<file path="config.mk">
export PLATFORM = sky130hd
export DESIGN_NAME = decodificador_trama_flat
export DESIGN_NICKNAME = d
export VERILOG_FILES = /design/src/rtl/decodificador_trama_pkg.sv /design/src/rtl/decodificador_trama_if.sv /design/src/rtl/temporizador_trama.sv /design/src/rtl/decodificador_trama.sv /design/src/flat_wrapper.sv
export SDC_FILE = /design/constraint.sdc
export NUM_CORES = 1
export LEC_CHECK = 0
export ABC_AREA = 0
export CAP_MARGIN = 5
export CORE_ASPECT_RATIO = 1.1
export CORE_MARGIN = 2
export CORE_UTILIZATION = 40
export DETAILED_ROUTE_END_ITERATION = 8
export SKIP_LAST_GASP = 1
export SLEW_MARGIN = 20
export SYNTH_ARGS = -nofsm -noshare
export SYNTH_HDL_FRONTEND = slang
export SYNTH_SLANG_ARGS = --single-unit
</file>
<file path="constraint.sdc">
create_clock -name clk_in -period 6.1 [get_ports clk_in]
set_input_delay 0.61 -clock clk_in [delete_from_list [all_inputs] [get_ports clk_in]]
set_output_delay 0.61 -clock clk_in [all_outputs]
set_load 0.02 [all_outputs]
</file>
<file path="src/rtl/decodificador_trama_pkg.sv">
// Shared definitions for the frame parser: parser state encoding, default
// parameter values and fixed frame-format widths.
package decodificador_trama_pkg;

    // Parser states (3-bit encoding).
    typedef enum logic [2:0] {
        StHunt = 3'd0,
        StCmd  = 3'd1,
        StLen  = 3'd2,
        StData = 3'd3,
        StChk  = 3'd4
    } state_e;

    localparam logic [7:0]  DefSyncByte      = 8'hA5;
    localparam int unsigned DefMaxLen        = 4;
    localparam int unsigned DefTimeoutCycles = 1000;

    // Width of the LEN output field and of the inter-byte timeout counter.
    localparam int unsigned LenW = 3;
    localparam int unsigned TmrW = 16;

endpackage

</file>
<file path="src/rtl/decodificador_trama_if.sv">
// Byte-in / frame-out bus of the frame parser.
//   din, rcv          : received byte and its one-cycle strobe
//   frame_valid/ack   : output frame handshake
//   cmd, len, payload : held frame contents
//   err_chk, err_len, err_timeout, overrun : one-cycle drop pulses
// slave  = parser side, master = byte source / frame consumer side.
interface decodificador_trama_if
    import decodificador_trama_pkg::*;
#(
    parameter int unsigned MAX_LEN = DefMaxLen
) ();

    logic [7:0]           din;
    logic                 rcv;
    logic                 frame_valid;
    logic                 frame_ack;
    logic [7:0]           cmd;
    logic [LenW-1:0]      len;
    logic [8*MAX_LEN-1:0] payload;
    logic                 err_chk;
    logic                 err_len;
    logic                 err_timeout;
    logic                 overrun;

    modport master (
        output din, rcv, frame_ack,
        input  frame_valid, cmd, len, payload, err_chk, err_len, err_timeout, overrun
    );

    modport slave (
        input  din, rcv, frame_ack,
        output frame_valid, cmd, len, payload, err_chk, err_len, err_timeout, overrun
    );

endinterface

</file>
<file path="src/rtl/temporizador_trama.sv">
// Inter-byte timeout counter.
//   clk_in, reset : clock, asynchronous active-low reset
//   clr           : clear the counter (has priority)
//   en            : count one cycle
//   expired       : counter has reached TIMEOUT_CYCLES
module temporizador_trama
    import decodificador_trama_pkg::*;
#(
    parameter int unsigned TIMEOUT_CYCLES = DefTimeoutCycles
) (
    input  logic clk_in,
    input  logic reset,
    input  logic clr,
    input  logic en,
    output logic expired
);

    logic [TmrW-1:0] cnt_q, cnt_d;

    assign expired = (cnt_q == TmrW'(TIMEOUT_CYCLES));

    // Holds at the limit so an unconsumed expiry never wraps.
    always_comb begin
        cnt_d = cnt_q;
        if (clr) begin
            cnt_d = '0;
        end else if (en && !expired) begin
            cnt_d = cnt_q + 1'b1;
        end
    end

    always_ff @(posedge clk_in or negedge reset) begin
        if (!reset) begin
            cnt_q <= '0;
        end else begin
            cnt_q <= cnt_d;
        end
    end

endmodule

</file>
<file path="src/rtl/decodificador_trama.sv">
// Byte-level frame parser: SYNC, CMD, LEN, payload, XOR checksum.
//   clk_in, reset : clock, asynchronous active-low reset
//   bus (slave)   : byte input, frame output handshake and drop pulses
// Validated frames go to a holding register separate from the parse buffer,
// so parsing continues while a frame waits for its ack.
module decodificador_trama
    import decodificador_trama_pkg::*;
#(
    parameter logic [7:0]  SYNC_BYTE      = DefSyncByte,
    parameter int unsigned MAX_LEN        = DefMaxLen,
    parameter int unsigned TIMEOUT_CYCLES = DefTimeoutCycles
) (
    input  logic                  clk_in,
    input  logic                  reset,
    decodificador_trama_if.slave  bus
);

    localparam int unsigned PW      = 8 * MAX_LEN;
    localparam logic [7:0]  MaxLenB = 8'(MAX_LEN);

    state_e state_q, state_d;

    logic [7:0]      cmd_cand_q, cmd_cand_d;
    logic [7:0]      chk_q, chk_d;
    logic [LenW-1:0] len_cand_q, len_cand_d;
    logic [2:0]      idx_q, idx_d;
    logic [PW-1:0]   buf_q, buf_d;

    logic            fv_q, fv_d;
    logic [7:0]      cmd_q, cmd_d;
    logic [LenW-1:0] len_q, len_d;
    logic [PW-1:0]   pay_q, pay_d;
    logic            err_chk_q, err_chk_d;
    logic            err_len_q, err_len_d;
    logic            err_to_q, err_to_d;
    logic            ovr_q, ovr_d;

    logic in_frame, tmr_expired, timeout_ev, len_bad, chk_ev, good;

    assign in_frame   = (state_q != StHunt);
    // A byte on the expiry cycle wins over the timeout.
    assign timeout_ev = in_frame && tmr_expired && !bus.rcv;
    assign len_bad    = bus.rcv && (state_q == StLen) && (bus.din > MaxLenB);
    assign chk_ev     = bus.rcv && (state_q == StChk);
    assign good       = chk_ev && (bus.din == chk_q);

    temporizador_trama #(
        .TIMEOUT_CYCLES (TIMEOUT_CYCLES)
    ) u_tmr (
        .clk_in  (clk_in),
        .reset   (reset),
        .clr     (bus.rcv || !in_frame || timeout_ev),
        .en      (in_frame),
        .expired (tmr_expired)
    );

    // State register.
    always_ff @(posedge clk_in or negedge reset) begin
        if (!reset) begin
            state_q <= StHunt;
        end else begin
            state_q <= state_d;
        end
    end

    // Next-state logic.
    always_comb begin
        state_d = state_q;
        if (timeout_ev) begin
            state_d = StHunt;
        end else if (bus.rcv) begin
            unique case (state_q)
                StHunt: if (bus.din == SYNC_BYTE) state_d = StCmd;
                StCmd:  state_d = StLen;
                StLen: begin
                    if (bus.din > MaxLenB)     state_d = StHunt;
                    else if (bus.din == 8'd0)  state_d = StChk;
                    else                       state_d = StData;
                end
                StData: if (idx_q == len_cand_q - 3'd1) state_d = StChk;
                StChk:  state_d = StHunt;
                default: state_d = StHunt;
            endcase
        end
    end

    // Datapath and output next values.
    always_comb begin
        cmd_cand_d = cmd_cand_q;
        chk_d      = chk_q;
        len_cand_d = len_cand_q;
        idx_d      = idx_q;
        buf_d      = buf_q;
        fv_d       = fv_q;
        cmd_d      = cmd_q;
        len_d      = len_q;
        pay_d      = pay_q;
        err_chk_d  = chk_ev && !good;
        err_len_d  = len_bad;
        err_to_d   = timeout_ev;
        ovr_d      = 1'b0;

        if (bus.rcv) begin
            unique case (state_q)
                StHunt: begin
                    if (bus.din == SYNC_BYTE) begin
                        buf_d = '0;
                        idx_d = '0;
                    end
                end
                StCmd: begin
                    cmd_cand_d = bus.din;
                    chk_d      = bus.din;
                end
                StLen: begin
                    if (!len_bad) begin
                        len_cand_d = bus.din[LenW-1:0];
                        chk_d      = chk_q ^ bus.din;
                        idx_d      = '0;
                    end
                end
                StData: begin
                    buf_d[8*idx_q +: 8] = bus.din;
                    chk_d               = chk_q ^ bus.din;
                    idx_d               = idx_q + 3'd1;
                end
                StChk: ;
                default: ;
            endcase
        end

        if (good) begin
            if (!fv_q || bus.frame_ack) begin
                fv_d  = 1'b1;
                cmd_d = cmd_cand_q;
                len_d = len_cand_q;
                pay_d = buf_q;
            end else begin
                ovr_d = 1'b1;
            end
        end else if (fv_q && bus.frame_ack) begin
            fv_d = 1'b0;
        end
    end

    always_ff @(posedge clk_in or negedge reset) begin
        if (!reset) begin
            cmd_cand_q <= '0;
            chk_q      <= '0;
            len_cand_q <= '0;
            idx_q      <= '0;
            buf_q      <= '0;
            fv_q       <= 1'b0;
            cmd_q      <= '0;
            len_q      <= '0;
            pay_q      <= '0;
            err_chk_q  <= 1'b0;
            err_len_q  <= 1'b0;
            err_to_q   <= 1'b0;
            ovr_q      <= 1'b0;
        end else begin
            cmd_cand_q <= cmd_cand_d;
            chk_q      <= chk_d;
            len_cand_q <= len_cand_d;
            idx_q      <= idx_d;
            buf_q      <= buf_d;
            fv_q       <= fv_d;
            cmd_q      <= cmd_d;
            len_q      <= len_d;
            pay_q      <= pay_d;
            err_chk_q  <= err_chk_d;
            err_len_q  <= err_len_d;
            err_to_q   <= err_to_d;
            ovr_q      <= ovr_d;
        end
    end

    assign bus.frame_valid = fv_q;
    assign bus.cmd         = cmd_q;
    assign bus.len         = len_q;
    assign bus.payload     = pay_q;
    assign bus.err_chk     = err_chk_q;
    assign bus.err_len     = err_len_q;
    assign bus.err_timeout = err_to_q;
    assign bus.overrun     = ovr_q;

endmodule

</file>
<file path="src/flat_wrapper.sv">
// flat-port wrapper written by rule: the top's interface ports become plain ports
module decodificador_trama_flat import decodificador_trama_pkg::*;
#(
    parameter logic [7:0]  SYNC_BYTE      = DefSyncByte,
    parameter int unsigned MAX_LEN        = DefMaxLen,
    parameter int unsigned TIMEOUT_CYCLES = DefTimeoutCycles
)
  (clk_in, reset, bus_din, bus_rcv, bus_frame_ack, bus_frame_valid, bus_cmd, bus_len, bus_payload, bus_err_chk, bus_err_len, bus_err_timeout, bus_overrun);
  decodificador_trama_if #(.MAX_LEN(MAX_LEN)) bus_i ();
  input  logic clk_in;
  input  logic reset;
  input wire logic [$bits(bus_i.din)-1:0] bus_din;
  input wire logic [$bits(bus_i.rcv)-1:0] bus_rcv;
  input wire logic [$bits(bus_i.frame_ack)-1:0] bus_frame_ack;
  output wire logic [$bits(bus_i.frame_valid)-1:0] bus_frame_valid;
  output wire logic [$bits(bus_i.cmd)-1:0] bus_cmd;
  output wire logic [$bits(bus_i.len)-1:0] bus_len;
  output wire logic [$bits(bus_i.payload)-1:0] bus_payload;
  output wire logic [$bits(bus_i.err_chk)-1:0] bus_err_chk;
  output wire logic [$bits(bus_i.err_len)-1:0] bus_err_len;
  output wire logic [$bits(bus_i.err_timeout)-1:0] bus_err_timeout;
  output wire logic [$bits(bus_i.overrun)-1:0] bus_overrun;
  assign bus_i.din = bus_din;
  assign bus_i.rcv = bus_rcv;
  assign bus_i.frame_ack = bus_frame_ack;
  assign bus_frame_valid = bus_i.frame_valid;
  assign bus_cmd = bus_i.cmd;
  assign bus_len = bus_i.len;
  assign bus_payload = bus_i.payload;
  assign bus_err_chk = bus_i.err_chk;
  assign bus_err_len = bus_i.err_len;
  assign bus_err_timeout = bus_i.err_timeout;
  assign bus_overrun = bus_i.overrun;
  decodificador_trama #(.SYNC_BYTE(SYNC_BYTE), .MAX_LEN(MAX_LEN), .TIMEOUT_CYCLES(TIMEOUT_CYCLES)) u_core (.clk_in(clk_in), .reset(reset), .bus(bus_i));
endmodule
</file>
==> impl_metrics.ini, run 1 <==
[clock_tree]
cts_sinks = 121
holdBufCountCts = 0
clk_latency_ns = 0.42
cts_buffers = 17
cts_post_setup_buffers_inserted = 0
cts.repair.resized = 0
tritoncts = done
cts-root-buf = clkbuf_16
h-tree-depth = 4
clk_path_buf_depth = 2
cts.clk_slew.worst_paths_ns = 0.05

[routing]
viasPerCell = 5.10
wl_um = 11900
drtIter0Drc = 216
num_vias = 3628
wire_per_inst_um = 16.7
ant_nets = 0
drt-pass1-iter-count = 4
drc = 0

[timing]
tightest_slew_ns = 0.906
final_max_slew_viol_count = 0
finalHoldViolations = 0
relSlewSlack_pct = 39.2
layout_min_cycle_time_ns = 3.33
rsz0062_at_grt = no
skew_ns = 0.00780
fin_tns_setup_ns = 0
setup_viol = 0
max_freq_mhz = 300
final.period_utilization_pct = 54.7

[synthesis]
ys_seq_elements = 121
syn_area_per_cell_um2 = 12.1
synth_top_family_by_area = multiplexers
synth_area_um2 = 5520
synth_fa_ha_area_share_pct = 2.04
synth-compound-area-share_pct = 8.41
yosys.area.top_type = dfrtp_1
synth_mux_area_share_pct = 14.5
synth-simple-area-share_pct = 12.6
netlist-cell-type-count = 55
synth-async-reset-ratio_pct = 100
syn_nets = 476
ys_seq_area_share_pct = 54.9
syn_inst = 455
synth_warnings = 0
yosys.area.top_type_share_pct = 54.9
synth_edf_count = 0
ys_top_cells_by_area = dfrtp_1, mux2_2, mux2i_1
synth-xor-area-share_pct = 2.97
ys.flop_type = dfrtp_1

[power_and_ir_drop]
ir_worst_vdd_v = 0.000204
power.switching_w = 0.000803
p_leak_nw = 3.10
p_comb_share_pct = 20.0
fin_total_pwr_w = 0.00267
sw_frac_of_total_pct = 30.0
pwr-share-seq_pct = 42.3
p_per_area_nw_per_um2 = 390
intPower_w = 0.00187
clkPwrFrac_pct = 37.6

[global_route]
antenna_found_initial = 0
grt_overflow = 0
grt_pass1_wl_um = 19800
grt_start_max_net_pins = 66
grtUsageTotal_pct = 17.7
grt_pass1_vias = 3795

[worst_setup_path]
regToRegStartpoint = u_core.idx_q[0]
path_class = input port to flip-flop
r2r_slack_ns = 3.19
crit_path_max_fanout = 32
slowest_delay_ns = 0.90
rr_worst_depth = 7
cpMaxStageDelayCell = clkdlybuf4s50_1
crit_path_cell_trace = clkdlybuf4s50_1 > xnor2_1 > nand4_1 > nor4_4 > buf_4 > mux2_2
cp.arrival_ns = 3.64
cp_data_required_time_ns = 6.40
startpoint_type = input port
rr_endpoint = u_core.buf_q[3]
worst_setup_path_end_kind = flip-flop

[floorplan]
initial_core_util_pct = 40.5
die_h_um = 127
num_io_pins = 60
die_width_um = 116
die-area_um2 = 14800
core_um2 = 13600
rows = 45

[finish]
syn_to_final_growth_pct = 24.1
final_nets = 532
fill_cells = 1232
final_cell_mix = dfrtp_1, clkdlybuf4s50_1, mux2_2
antenna_cells = 0
layout_commonest_cell = dfrtp_1
drive_gt1_share_pct = 20.2

[placed_design]
gp_congestion = 0.844
port_buffers = 59
post-dp-hpwl_um = 7750

[min_path]
hp-class = input port to asynchronous set/reset pin

[run]
maxCapViolations = 0

[outcome]
status = complete, no violations
==> cells by family (layout without fill, tap and decap cells) <==
kind of cell,after synthesis,count (layout)
AOI/OAI and AO/OA,60,60
xor gates and xnor gates,17,17
adders and majority gates,9,9
buffers and inverters,58,127
DFF,121,121
muxes,73,73
and+or+nand+nor,117,117
==> state kept, by name, summed over array words and instances (netlist names), 3 cells and up <==
signal and cells:
u_core.bus.len 3, u_core.u_tmr.cnt_q 16, u_core.idx_q 3, u_core.bus.payload 32, u_core.buf_q 32, u_core.bus.cmd 8
u_core.chk_q 8, u_core.len_cand_q 3, u_core.cmd_cand_q 8, u_core.state_q 3
==> cell type report <==
class                           instances  area, um2  share of cell area (%)
Sequential cell                       121       3030                    44.2
Tap cell                              188        235                    3.43
Multi-Input combinational cell        276       2250                    32.9
Inverter                               33        124                    1.81
Clock inverter                         10        116                    1.70
Clock buffer                           22        484                    7.07
Timing Repair Buffer                   62        611                    8.91
==> power by group through the flow <==
stage	combinational [W]	clock (W)	sequential (W)
floorplan	0.000452	0	0.00107
global placement	0.000521	0	0.00113
detailed placement	0.000542	0	0.00114
CTS	0.000546	0.00103	0.00113
global route	0.000606	0.00107	0.00116
finish	0.000536	0.00101	0.00113
==> worst max-delay path, delay by kind of cell <==
family | cells | cell delay, ns
AND/OR/NAND/NOR | 2 | 0.99
buffers and inverters | 2 | 1.41
multiplexers | 1 | 0.39
XOR/XNOR | 1 | 0.19
==> cells in the mapped netlist, drive strengths merged, types with 5 or more instances <==
cell type and number:
a21oi 13, a221oi 8, a22o 16, and2 9, buf 15, clkbuf 10, dfrtp 121, ha 9
inv 33, mux2 55, mux2i 18, nand2 29, nand3 14, nand4 7, nor2 19, nor3 6
o21ai 5, o31ai 7, xnor2 10, xor2 6
==> layer usage <==
metal  vias up  share of wire (%)  routed length, um  GRT usage, %
li1       1714                  -                  -             -
met1      1829                 45               5390          23.7
met2        71                 50               5910          27.7
met3        14                3.4                400          4.13
met4         0                1.5                175          7.77
met5         -                  0                  0             0
==> per-stage QoR <==
stage / area (um2) / hold WS [ns] / setup WS (ns) / util (%) / std cells
after floorplan: 5520 / 0.314 / 3.31 / - / 455
after global placement: 6250 / 0.460 / 2.30 / 45.9 / 680
after detailed placement: 6250 / 0.476 / 2.27 / 45.9 / 680
after CTS: 6850 / 0.280 / 2.72 / 50.3 / 712
after global routing: 6850 / 0.306 / 2.56 / 50.3 / 712
final: 6850 / 0.247 / 2.77 / 50.3 / 712
==> how the worst max path moves through the flow <==
stage	cells after the start	slack, ns	endpoint	from
after CTS	6	2.72	u_core.bus.payload[21]	bus_din[1]
after global routing	6	2.56	u_core.bus.payload[30]	bus_din[1]
after floorplan	8	3.31	u_core.buf_q[3]	u_core.idx_q[0]
after global placement	6	2.30	u_core.bus.payload[0]	bus_din[2]
after detailed placement	6	2.27	u_core.bus.payload[21]	bus_din[1]
final	6	2.77	u_core.bus.payload[7]	bus_din[2]
(Power assumes the default switching activity.)
==> run 2, diff against run 1 <==
==> constraint.sdc (replaced) <==
create_clock -name clk_in -period 3.08 [get_ports clk_in]
set_input_delay 0.308 -clock clk_in [delete_from_list [all_inputs] [get_ports clk_in]]
set_output_delay 0.308 -clock clk_in [all_outputs]
set_load 0.02 [all_outputs]
==> impl_metrics.ini, run 2 (synthesis gave the netlist of run 1 again) <==
[finish]
drive_gt1_share_pct = 22.3
finish.utilization_pct = 51.9
layout_commonest_cell = dfrtp_1
fin_cells = 730
final_nets = 550
antenna_cells = 0
syn_to_final_growth_pct = 28.2
seqCellArea_um2 = 3030
final_cell_mix = dfrtp_1, clkdlybuf4s50_1, mux2_2
multi_input_area_um2 = 2240
fill_cells = 1223
fin_area_um2 = 7080

[placed_design]
dp_slack_ns = 0.431
gp_congestion = 0.831
place_inst = 697
post-dp-hpwl_um = 7970
dpl-instance-area_um2 = 6390
port_buffers = 59

[worst_setup_path]
path_buf_inv = 1
crit_path_cell_trace = inv_1 > ha_1 > ha_1 > or4b_2 > o31ai_1 > nand3_4 > a22o_2
slowest_delay_ns = 0.65
regToRegStartpoint = u_core.idx_q[1]
worst_setup_path_end_kind = flip-flop
critPathTopFamily = simple AND/OR/NAND/NOR gates
path_class = flip-flop to flip-flop
crit_top_cell = ha_1
cp_data_required_time_ns = 3.38
cpMaxStageDelayCell = or4b_2
crit_path_max_fanout = 8
cp.arrival_ns = 2.95
startpoint = u_core.idx_q[1]
startpoint_type = flip-flop

[floorplan]
num_io_pins = 60
die_h_um = 127
initial_core_util_pct = 40.5
rows = 45
die_width_um = 116
die-area_um2 = 14800
core_um2 = 13600

[global_route]
grt_pass1_vias = 3797
grtUsageTotal_pct = 17.2
antenna_found_initial = 0
grt_overflow = 0
grt_start_max_net_pins = 78
grt_pass1_wl_um = 19300

[routing]
num_vias = 3708
drc = 0
drtIter0Drc = 204
wl_um = 11600
viasPerCell = 5.08
wire_per_inst_um = 15.8
drt-pass1-iter-count = 4
ant_nets = 0

[clock_tree]
cts-root-buf = clkbuf_16
h-tree-depth = 4
tritoncts = done
cts.clk_slew.worst_paths_ns = 0.05
cts_sinks = 121
cts.repair.resized = 0
clk_path_buf_depth = 2
clk_latency_ns = 0.41
cts_buffers = 17

[timing]
final.setup.worst_slack_ns = 0.429
tightest_slew_ns = 0.576
relSlewSlack_pct = 61.6
skew_ns = 0.00632
finalHoldViolations = 0
final_max_slew_viol_count = 0
layout_min_cycle_time_ns = 2.65
final.period_utilization_pct = 86.1
max_freq_mhz = 377
setup_viol = 0
rsz0062_at_grt = no
fin_tns_setup_ns = 0

[run]
maxCapViolations = 0

[min_path]
hp-class = input port to asynchronous set/reset pin

[power_and_ir_drop]
p_leak_nw = 3.24
ir_worst_vdd_v = 0.000387
p_per_area_nw_per_um2 = 783

[outcome]
status = complete, no violations
## run 2: cell types whose count changed in the layout (fill, tap and decap cells not counted), moves of 2 or more
cell	previous run	this run
clkinv_4	0	3
buf_4	4	19
bufinv_16	2	5
buf_12	0	2
clkinvlp_4	5	1
## run 2: cell type report
cell class                 count  share of cell area, %
tap                          188                   3.32
inverter                      33                   1.75
sequential                   121                   42.8
clock buffer                  22                   6.84
multi-input combinational    276                   31.7
clock inverter                10                   2.67
timing repair buffer          80                   10.9
## run 2: stage by stage
stage	power (W)	hold slack, ns
2_1_floorplan	0.00302	0.0124
3_3_place_gp	0.00331	0.338
3_5_place_dp	0.00336	0.348
4_1_cts	0.00560	0.450
5_1_grt	0.00586	0.503
6_report	0.00554	0.433
## run 2: what timing repair did
item                                   4_1_cts  5_1_grt
hold buffers                                 1        0
setup buffers                                0        0
setup endpoints to repair                    0        0
endpoints found under the hold margin       44        0
## run 2: path summary, 6_finish.rpt
kind / endpoint / slack, ns / depth (start not counted)
setup reg to reg: u_core.buf_q[3] / 0.43 / 7
setup / recovery: u_core.buf_q[3] / 0.43 / 7
min in group clk_in: u_core.u_tmr.cnt_q[0] / 0.49 / 1
hold reg to reg: u_core.u_tmr.cnt_q[0] / 0.49 / 1
max in group asynchronous: u_core.buf_q[8] / 1.82 / 3
hold / removal: u_core.u_tmr.cnt_q[11] / 0.43 / 2
## run 2: report_power, final
part,internal (W),switching [W]
Sequential,0.00193,0.000277
Combinational,0.000533,0.000581
Clock,0.00152,0.000696
Total,0.00399,0.00155
## run 2: layer usage
layer  global-route usage (%)  share of wire, %  vias to the layer above
met3                     4.55               3.5                       23
met4                     7.91               2.5                        0
li1                         -                 -                     1766
met1                     23.1                47                     1840
met5                        0                 0                        -
met2                     25.9                47                       79
